`src/rtl/fpga_mem_arbiter_if.sv`:
```
// Handshake bundle between the memory-port arbiter, its requesters and the
// block-RAM request/response channels.
//   cli_req_val/rdy/msg   per-requester request channel (msg: slice i = requester i)
//   cli_resp_val/rdy      per-requester response handshake
//   cli_resp_msg          shared response payload
//   mem_req_val/rdy/msg   request channel toward memory
//   mem_resp_val/rdy/msg  in-order response channel from memory
// Modports: slave = arbiter side, master = environment (requesters + memory).
interface fpga_mem_arbiter_if #(
  parameter int unsigned p_num_reqs = 4,
  parameter int unsigned p_msg_bits = 77
);
  logic [p_num_reqs-1:0]            cli_req_val;
  logic [p_num_reqs-1:0]            cli_req_rdy;
  logic [p_num_reqs*p_msg_bits-1:0] cli_req_msg;
  logic [p_num_reqs-1:0]            cli_resp_val;
  logic [p_num_reqs-1:0]            cli_resp_rdy;
  logic [p_msg_bits-1:0]            cli_resp_msg;
  logic                             mem_req_val;
  logic                             mem_req_rdy;
  logic [p_msg_bits-1:0]            mem_req_msg;
  logic                             mem_resp_val;
  logic                             mem_resp_rdy;
  logic [p_msg_bits-1:0]            mem_resp_msg;

  modport slave (
    input  cli_req_val, cli_req_msg, cli_resp_rdy,
    input  mem_req_rdy, mem_resp_val, mem_resp_msg,
    output cli_req_rdy, cli_resp_val, cli_resp_msg,
    output mem_req_val, mem_req_msg, mem_resp_rdy
  );

  modport master (
    output cli_req_val, cli_req_msg, cli_resp_rdy,
    output mem_req_rdy, mem_resp_val, mem_resp_msg,
    input  cli_req_rdy, cli_resp_val, cli_resp_msg,
    input  mem_req_val, mem_req_msg, mem_resp_rdy
  );
endinterface

```
`src/rtl/fpga_mem_arbiter.sv`:
```
// Round-robin arbiter sharing the single block-RAM port among p_num_reqs
// requesters. Grants are combinational (zero added latency); each accepted
// request pushes the grantee ID into a route FIFO, and since memory answers
// in request order the FIFO head steers each response back.
// Ports:
//   mem_clk      clock
//   rst          synchronous active-high reset
//   bus          fpga_mem_arbiter_if.slave (requester and memory channels)
//   outstanding  route FIFO occupancy (p_max_out when full)
//   err_orphan   sticky: memory response arrived with no request outstanding
// Build option: define FPGA_MEM_ARB_PRIO_EN to make requester 0 strict
// high priority; the round-robin pointer then only moves on grants to 1..N-1.
module fpga_mem_arbiter #(
  parameter int unsigned p_num_reqs = 4,
  parameter int unsigned p_msg_bits = 77,
  parameter int unsigned p_max_out  = 4
) (
  input  logic                       mem_clk,
  input  logic                       rst,
  fpga_mem_arbiter_if.slave          bus,
  output logic [$clog2(p_max_out):0] outstanding,
  output logic                       err_orphan
);

  localparam int unsigned ID_W  = (p_num_reqs > 1) ? $clog2(p_num_reqs) : 1;
  localparam int unsigned PTR_W = (p_max_out > 1) ? $clog2(p_max_out) : 1;
  localparam int unsigned CNT_W = $clog2(p_max_out) + 1;
  localparam logic [ID_W:0]    NREQ_X = (ID_W+1)'(p_num_reqs);
  localparam logic [CNT_W-1:0] MAXO_X = CNT_W'(p_max_out);

  typedef logic [ID_W-1:0] id_t;

  id_t              rr_ptr_q, rr_ptr_d;
  id_t              route_q [p_max_out];
  id_t              route_d [p_max_out];
  logic [PTR_W-1:0] wr_ptr_q, wr_ptr_d;
  logic [PTR_W-1:0] rd_ptr_q, rd_ptr_d;
  logic [CNT_W-1:0] count_q, count_d;
  logic             err_orphan_q, err_orphan_d;

  id_t  winner;
  id_t  head;
  logic any_val;
  logic full;
  logic empty;
  logic req_xfer;
  logic resp_xfer;

  assign full        = (count_q == MAXO_X);
  assign empty       = (count_q == '0);
  assign any_val     = |bus.cli_req_val;
  assign head        = route_q[rd_ptr_q];
  assign outstanding = count_q;
  assign err_orphan  = err_orphan_q;

  // Winner: first valid requester at or after rr_ptr, wrapping mod p_num_reqs.
  always_comb begin
    logic [ID_W:0] scan;
    logic          found;
    winner = rr_ptr_q;
    found  = 1'b0;
    scan   = '0;
    for (int unsigned k = 0; k < p_num_reqs; k++) begin
      scan = {1'b0, rr_ptr_q} + (ID_W+1)'(k);
      if (scan >= NREQ_X) scan = scan - NREQ_X;
      if (!found && bus.cli_req_val[scan[ID_W-1:0]]) begin
        winner = scan[ID_W-1:0];
        found  = 1'b1;
      end
    end
`ifdef FPGA_MEM_ARB_PRIO_EN
    if (bus.cli_req_val[0]) winner = '0;
`endif
  end

  // Request side. A full FIFO blocks grants even if a pop lands this cycle.
  always_comb begin
    bus.mem_req_val = any_val & ~full;
    bus.mem_req_msg = '0;
    bus.cli_req_rdy = '0;
    for (int unsigned k = 0; k < p_num_reqs; k++) begin
      if (winner == id_t'(k)) bus.mem_req_msg = bus.cli_req_msg[k*p_msg_bits +: p_msg_bits];
    end
    if (any_val && !full && bus.mem_req_rdy) bus.cli_req_rdy[winner] = 1'b1;
  end

  assign req_xfer = any_val & ~full & bus.mem_req_rdy;

  // Response side: only the FIFO head may receive, so a stalled head blocks all.
  always_comb begin
    bus.cli_resp_val = '0;
    bus.cli_resp_msg = bus.mem_resp_msg;
    bus.mem_resp_rdy = 1'b0;
    if (!empty) begin
      bus.cli_resp_val[head] = bus.mem_resp_val;
      bus.mem_resp_rdy       = bus.cli_resp_rdy[head];
    end
  end

  assign resp_xfer = bus.mem_resp_val & bus.mem_resp_rdy;

  always_comb begin
    logic [ID_W:0] rr_sum;
    rr_ptr_d     = rr_ptr_q;
    wr_ptr_d     = wr_ptr_q;
    rd_ptr_d     = rd_ptr_q;
    count_d      = count_q;
    route_d      = route_q;
    err_orphan_d = err_orphan_q | (bus.mem_resp_val & empty);

    rr_sum = {1'b0, winner} + (ID_W+1)'(1);
    if (rr_sum == NREQ_X) rr_sum = '0;

    if (req_xfer) begin
      route_d[wr_ptr_q] = winner;
      wr_ptr_d          = wr_ptr_q + PTR_W'(1);
`ifdef FPGA_MEM_ARB_PRIO_EN
      if (winner != '0) rr_ptr_d = rr_sum[ID_W-1:0];
`else
      rr_ptr_d = rr_sum[ID_W-1:0];
`endif
    end

    if (resp_xfer) rd_ptr_d = rd_ptr_q + PTR_W'(1);

    case ({req_xfer, resp_xfer})
      2'b10:   count_d = count_q + CNT_W'(1);
      2'b01:   count_d = count_q - CNT_W'(1);
      default: count_d = count_q;
    endcase
  end

  always_ff @(posedge mem_clk) begin
    if (rst) begin
      rr_ptr_q     <= '0;
      wr_ptr_q     <= '0;
      rd_ptr_q     <= '0;
      count_q      <= '0;
      err_orphan_q <= 1'b0;
    end else begin
      rr_ptr_q     <= rr_ptr_d;
      wr_ptr_q     <= wr_ptr_d;
      rd_ptr_q     <= rd_ptr_d;
      count_q      <= count_d;
      err_orphan_q <= err_orphan_d;
    end
  end

  // Route entries are only read while occupied, so they need no reset.
  always_ff @(posedge mem_clk) begin
    route_q <= route_d;
  end

endmodule

```
`src/flat_wrapper.sv`:
```
// flat-port wrapper written by rule: the top's interface ports become plain ports
module fpga_mem_arbiter_flat 
#(
  parameter int unsigned p_num_reqs = 4,
  parameter int unsigned p_msg_bits = 77,
  parameter int unsigned p_max_out  = 4
)
  (mem_clk, rst, outstanding, err_orphan, bus_cli_req_val, bus_cli_req_msg, bus_cli_resp_rdy, bus_mem_req_rdy, bus_mem_resp_val, bus_mem_resp_msg, bus_cli_req_rdy, bus_cli_resp_val, bus_cli_resp_msg, bus_mem_req_val, bus_mem_req_msg, bus_mem_resp_rdy);
  fpga_mem_arbiter_if #(.p_num_reqs(p_num_reqs), .p_msg_bits(p_msg_bits)) bus_i ();
  input  logic mem_clk;
  input  logic rst;
  output logic [$clog2(p_max_out):0] outstanding;
  output logic err_orphan;
  input wire logic [$bits(bus_i.cli_req_val)-1:0] bus_cli_req_val;
  input wire logic [$bits(bus_i.cli_req_msg)-1:0] bus_cli_req_msg;
  input wire logic [$bits(bus_i.cli_resp_rdy)-1:0] bus_cli_resp_rdy;
  input wire logic [$bits(bus_i.mem_req_rdy)-1:0] bus_mem_req_rdy;
  input wire logic [$bits(bus_i.mem_resp_val)-1:0] bus_mem_resp_val;
  input wire logic [$bits(bus_i.mem_resp_msg)-1:0] bus_mem_resp_msg;
  output wire logic [$bits(bus_i.cli_req_rdy)-1:0] bus_cli_req_rdy;
  output wire logic [$bits(bus_i.cli_resp_val)-1:0] bus_cli_resp_val;
  output wire logic [$bits(bus_i.cli_resp_msg)-1:0] bus_cli_resp_msg;
  output wire logic [$bits(bus_i.mem_req_val)-1:0] bus_mem_req_val;
  output wire logic [$bits(bus_i.mem_req_msg)-1:0] bus_mem_req_msg;
  output wire logic [$bits(bus_i.mem_resp_rdy)-1:0] bus_mem_resp_rdy;
  assign bus_i.cli_req_val = bus_cli_req_val;
  assign bus_i.cli_req_msg = bus_cli_req_msg;
  assign bus_i.cli_resp_rdy = bus_cli_resp_rdy;
  assign bus_i.mem_req_rdy = bus_mem_req_rdy;
  assign bus_i.mem_resp_val = bus_mem_resp_val;
  assign bus_i.mem_resp_msg = bus_mem_resp_msg;
  assign bus_cli_req_rdy = bus_i.cli_req_rdy;
  assign bus_cli_resp_val = bus_i.cli_resp_val;
  assign bus_cli_resp_msg = bus_i.cli_resp_msg;
  assign bus_mem_req_val = bus_i.mem_req_val;
  assign bus_mem_req_msg = bus_i.mem_req_msg;
  assign bus_mem_resp_rdy = bus_i.mem_resp_rdy;
  fpga_mem_arbiter #(.p_num_reqs(p_num_reqs), .p_msg_bits(p_msg_bits), .p_max_out(p_max_out)) u_core (.mem_clk(mem_clk), .rst(rst), .bus(bus_i), .outstanding(outstanding), .err_orphan(err_orphan));
endmodule
```
`config.mk`:
```
export PLATFORM = sky130hd
export DESIGN_NAME = fpga_mem_arbiter_flat
export DESIGN_NICKNAME = d
export VERILOG_FILES = /design/src/rtl/fpga_mem_arbiter_if.sv /design/src/rtl/fpga_mem_arbiter.sv /design/src/flat_wrapper.sv
export SDC_FILE = /design/constraint.sdc
export NUM_CORES = 1
export LEC_CHECK = 0
export CORE_AREA = 2 2 219 221
export DETAILED_ROUTE_END_ITERATION = 8
export DIE_AREA = 0 0 221 223
export HOLD_SLACK_MARGIN = 0.15
export SYNTH_ARGS = -nofsm -noshare
export SYNTH_HDL_FRONTEND = slang
export SYNTH_SLANG_ARGS = --single-unit
export TNS_END_PERCENT = 30
```
`constraint.sdc`:
```
create_clock -name mem_clk -period 3.7 [get_ports mem_clk]
set_input_delay 0.37 -clock mem_clk [delete_from_list [all_inputs] [get_ports mem_clk]]
set_output_delay 0.37 -clock mem_clk [all_outputs]
set_load 0.005 [all_outputs]
```
==> run metrics, run 1 <==
max-cap violations 0; Final Skew roughly 0.0034 ns; worst-path fanout max 33; RSZ-0062 raised after global routing yes; Synth Instances 703; Clock Path Buffers 2; Final Max Slew Viols 0; async set-reset flop share out of synthesis 0; Area Overhead vs Synth 115.6%; Yosys top cell area share 0.1940; final layout net count 1441; Worst setup EP type primary output; cts bufs inserted 3; core area between 0.04 and 0.05 sq mm; 1st-iter DRT viols 233; Fin Hold WS roughly 0.48 ns; fin crit period 3.628 ns; Routed Antenna Nets 0; path depth of the worst reg2reg path 9; multi-input combinational cell area 0.002964 sq mm; EDFF count, synth 8; top cell type by total area after synthesis a21oi_1; Final Non-Filler Cells 1648; DRT Pass-1 Iters 5; # port buffers 410; Final Worst Setup Slack 0.07220 ns; die area 0.04928 sq mm; Fmax 275.6 MHz; Worst EP arrival approximately 3.3 ns; hold path depth 2; hold_buf cts 0; Yosys reg bits 18; Tot GR Track Use 0.09232; cell row count 80; post-synthesis net count about 1100; worst slew pin tran between 0.3 and 0.4 ns; Reg area 440.4 sq um; Finished Core Util 0.1911; crit path launch type input port; Die Y 223 um; clock latency on the worst-skew pair about 0.25 ns; CTS tree yes; Post-synth top flop dfxtp_1; share of cells above drive strength 1 0.07648; Power Density 328.7 mW/mm^2; synth warn 0; post-placement cell area 0.008837 sq mm; root buffer cell clkbuf_16; fillers 5320; Req. time, crit path 3.33 ns; Die X 221 um; total gr overflow 0; post-synthesis sequential area ratio 0.1054; H-tree levels 1; number of antenna violations at the first check in global routing 1; Avg Cell Area, Syn between 5 and 6 sq um; Worst Hold Class register to register; Peak VDD IR 227.5 uV; Antenna diodes 0; detailed-route wire length per cell 15.10 um; Initial Utilization 0.08864; crit share post-route 0.9805; design area 0.009010 sq mm; status complete, no violations; routed wire length about 25000 um; largest net degree at the start of global routing 72; synth unique cells 33; synth top area cells a21oi_1 (19%), nand2_1 (14%), nand3b_1 (14%); placed cell count 1643; Tot Pwr 2.961 mW; post-place setup slack -0.08773 ns; placer congestion estimate 0.8968; first-pass GRT wire length around 36000 um; Max-slew headroom 0.7359; Vias 6140; final number of hold-violating endpoints 0; clk sinks 18; most frequent cells in the layout clkdlybuf4s50_1 (402), nand2_1 (156), a21oi_1 (153); Sum Neg Setup Slack 0 ns; final setup violating endpoints 0; Crit Path Class input port to primary output; vias in the first global route 6212; drt drc 0; vias per cell around 3.7; LEAKAGE 3.136 nW; I/O Pins 565; Mapped Area around 0.0042 sq mm; most common cell after layout, fill and taps aside clkdlybuf4s50_1; hpwl dp roughly 21000 um; Clock Pin Slew Worst Setup and Hold Paths 0.05 ns
==> cell usage after synthesis, types with 4 or more instances <==
cell type and n:
a21oi_1 162, nor2_1 14, edfxtp_1 8, ha_1 9
nand3b_1 78, mux2i_1 4, nand2_1 156, and3_1 9
dfxtp_1 10, buf_1 10, o21ai_0 78, buf_4 77
clkbuf_1 51, inv_1 12
==> sequential cells by signal (all words and copies together) (netlist names) <==
register and cells:
u_core.rr_ptr_q 2, u_core.err_orphan 1, u_core.route_q 8, u_core.rd_ptr_q 2, u_core.outstanding 3, u_core.wr_ptr_q 2
==> worst paths after layout <==
path,start,endpoint,slack [ns]
worst max-delay path,bus_cli_req_val[2],bus_mem_req_msg[30],0.07
worst min-delay path,u_core.err_orphan,u_core.err_orphan,0.48
worst max register to register,u_core.rd_ptr_q[0],u_core.outstanding[2],0.63
worst min register to register,u_core.err_orphan,u_core.err_orphan,0.48
==> metal layers <==
layer  wire length [um]  GRT usage
met3               2112    0.02594
met2              12900     0.1786
met5                 13          0
met4                849    0.02901
met1               9011    0.09510
==> power breakdown <==
| group | leakage (nW) | internal [mW] | total [mW] | switching (mW) |
|---|---|---|---|---|
| Combinational | 2.94 | 1.41 | 2.44 | 1.03 |
| Sequential | 0.157 | 0.250 | 0.289 | 0.0391 |
| Clock | 0.0442 | 0.164 | 0.233 | 0.0686 |
| Total | 3.14 | 1.82 | 2.96 | 1.14 |
==> final cells by class <==
class | count | area share
well taps | 615 | 0.08540
inverters | 12 | 0.004999
repair buffers | 465 | 0.5219
flip-flops and latches | 18 | 0.04888
multi-input cells | 534 | 0.3290
clock buffers | 4 | 0.009860
==> timing repair <==
item | CTS | global route
setup endpoints to repair | 6 | 59
buffers inserted | 1 | 0
gates resized for setup | 3 | 28
pin swaps | 2 | 3
==> kinds of logic after synthesis <==
kind of cell,share of synthesized area
multiplexers,0.02036
adder cells (fa/ha/maj),0.03174
AND/OR/NAND/NOR,0.3216
buffers and inverters,0.2072
flip-flops,0.1054
AO/OA/AOI/OAI,0.3054
XOR/XNOR,0.008385
==> critical path, cell delays in order <==
cell	delay (ns)
clkdlybuf4s50_1	0.50
inv_1	0.06
and3_1	0.19
o32ai_2	0.23
a21oi_2	0.09
buf_4	0.16
ha_4	0.17
buf_12	0.15
buf_4	0.18
nand3b_1	0.17
a21oi_1	0.16
a21oi_1	0.09
o21ai_0	0.17
clkdlybuf4s50_1	0.53
(Power assumes the default switching activity.)
==> run 2: changes to the inputs <==
--- a/config.mk
+++ b/config.mk
@@ -5,9 +5,9 @@
 export SDC_FILE = /design/constraint.sdc
 export NUM_CORES = 1
 export LEC_CHECK = 0
-export CORE_AREA = 2 2 219 221
+export CORE_AREA = 3 3 220 222
 export DETAILED_ROUTE_END_ITERATION = 8
-export DIE_AREA = 0 0 221 223
+export DIE_AREA = 0 0 223 225
 export HOLD_SLACK_MARGIN = 0.15
 export SYNTH_ARGS = -nofsm -noshare
 export SYNTH_HDL_FRONTEND = slang
==> run metrics, run 2 (synthesis results as in run 1) <==
FF-to-FF End u_core.outstanding[2]; Tot Pwr 2.874 mW; CTS tree yes; Clock Pin Slew Worst Setup and Hold Paths about 0.050 ns; first-pass GRT wire length 33890 um; cts bufs inserted 3; Max-slew headroom 0.7246; worst slew pin tran 0.4119 ns; r2r startpoint u_core.rd_ptr_q[0]; Area Overhead vs Synth 112.4%; Final Max Slew Viols 0; total gr overflow 0; drt drc 0; Die Y 225 um; vias in the first global route 5820; fillers between 5000 and 6000; final number of hold-violating endpoints 0; I/O Pins 565; H-tree levels 1; Worst setup EP type primary output; 1st-iter DRT viols about 200; Antenna diodes 0; Die X 223 um; clock latency on the worst-skew pair 0.25 ns; Worst Hold Class register to register; Crit Path Class input port to primary output; Routed Antenna Nets 0; status complete, no violations; vias per cell around 3.6; crit path launch type input port; cell row count 79; FF-to-FF setup slack roughly 0.7 ns; Fmax around 280 MHz; Clock Path Buffers 2; Vias approximately 5900; fin crit period 3.626 ns; routed wire length 24450 um; Reg area 440.4 sq um; share of cells above drive strength 1 0.06471; Power Density 323.8 mW/mm^2; most frequent cells in the layout clkdlybuf4s50_1 (407), nand2_1 (156), a21oi_1 (153); worst-path fanout max 34; Tot GR Track Use 0.08545; met3 WL roughly 2400 um; max-cap violations 0; detailed-route wire length per cell 15.03 um; Final Skew ~0.0019 ns; Top reg by flops u_core.route_q; LEAKAGE 2.998 nW; Met2 Wirelength 12560 um; Final Non-Filler Cells 1627; number of antenna violations at the first check in global routing 1; multi-input combinational cell area 0.002967 sq mm; final layout net count 1428; Sum Neg Setup Slack 0 ns; DRT Pass-1 Iters 7; placed cell count 1617; max FFs per register 8; hold path depth 2; clk sinks 18; die area ~0.050 sq mm; core area approximately 0.047 sq mm; Worst EP arrival 3.26 ns; most common cell after layout, fill and taps aside clkdlybuf4s50_1; crit share post-route 0.9800; placer congestion estimate 0.8693; Peak VDD IR 291.8 uV; WL met1 8754 um; Req. time, crit path 3.33 ns; root buffer cell clkbuf_16; final setup violating endpoints 0; path depth of the worst reg2reg path 9; # port buffers 410; Min-Delay Endpoint u_core.err_orphan; largest net degree at the start of global routing 81; Hold Path Origin u_core.err_orphan; Initial Utilization 0.08976; highest metal used met5; hold_buf cts 0; hpwl dp 20740 um
==> run 2: cell count changes in the layout (fill, tap and decap cells not counted), moves of 5 or more <==
cell,before,now
o21ai_1,11,6
buf_4,40,29
clkdlybuf4s50_1,402,407
o21ai_0,67,72
dlymetal6s2s_1,8,3
==> run 2: layout make-up <==
class,count,share of cell area
Tap cell,607,0.08557
Inverter,12,0.005075
Clock inverter,1,0.0004229
Clock buffer,3,0.008458
Multi-Input combinational cell,534,0.3342
Timing Repair Buffer,452,0.5166
Sequential cell,18,0.04962
==> run 2: what timing repair did <==
action,4_1_cts,5_1_grt
buffers inserted,0,5
gates cloned,0,1
setup endpoints to repair,61,70
resized for setup,2,19
pin swaps,0,1
==> run 2: how the worst max path moves through the flow <==
stage,start,end,slack [ns],cells after the start
final,bus_cli_req_val[2],bus_mem_req_msg[59],0.07,15
after global routing,bus_cli_req_val[1],bus_mem_req_msg[45],-0.06,15
after CTS,bus_cli_req_val[2],bus_mem_req_msg[21],0.008,14
after detailed placement,bus_cli_req_val[0],bus_mem_req_msg[22],-0.20,13
after global placement,bus_cli_req_val[0],bus_mem_req_msg[22],-0.19,13
after floorplan,u_core.rd_ptr_q[0],u_core.outstanding[2],0.89,9
==> run 2: metrics by stage <==
step                      setup WS (ns)  area (sq um)    util  hold WS [ns]
after floorplan                  0.8915          4179       -        0.4604
after global placement          -0.1933          8667  0.1862        0.4514
after detailed placement        -0.1995          8667  0.1862        0.4571
after CTS                      0.007885          8753  0.1880        0.4705
after global routing           -0.05508          8876  0.1907        0.5069
final                           0.07410          8876  0.1907        0.4635
==> run 2: report_power, final <==
part / internal (mW) / switching (mW)
sequential: 0.249 / 0.0358
clock: 0.144 / 0.0715
combinational: 1.38 / 0.999
==> run 2: worst max-delay path, stage by stage <==
cell	delay, ns
clkdlybuf4s50_1	0.50
inv_1	0.06
and3_1	0.19
o32ai_2	0.24
a21oi_2	0.10
buf_4	0.16
ha_4	0.17
buf_12	0.13
buf_12	0.15
buf_4	0.15
nand3b_1	0.16
a21oi_2	0.15
a21oi_1	0.05
o21ai_0	0.14
clkdlybuf4s50_1	0.52
==> run 2: layer usage <==
layer,track usage,vias to the layer above
li1,-,2967
met1,0.08860,2615
met2,0.1616,318
met3,0.03113,30
met4,0.02338,2
met5,0,-
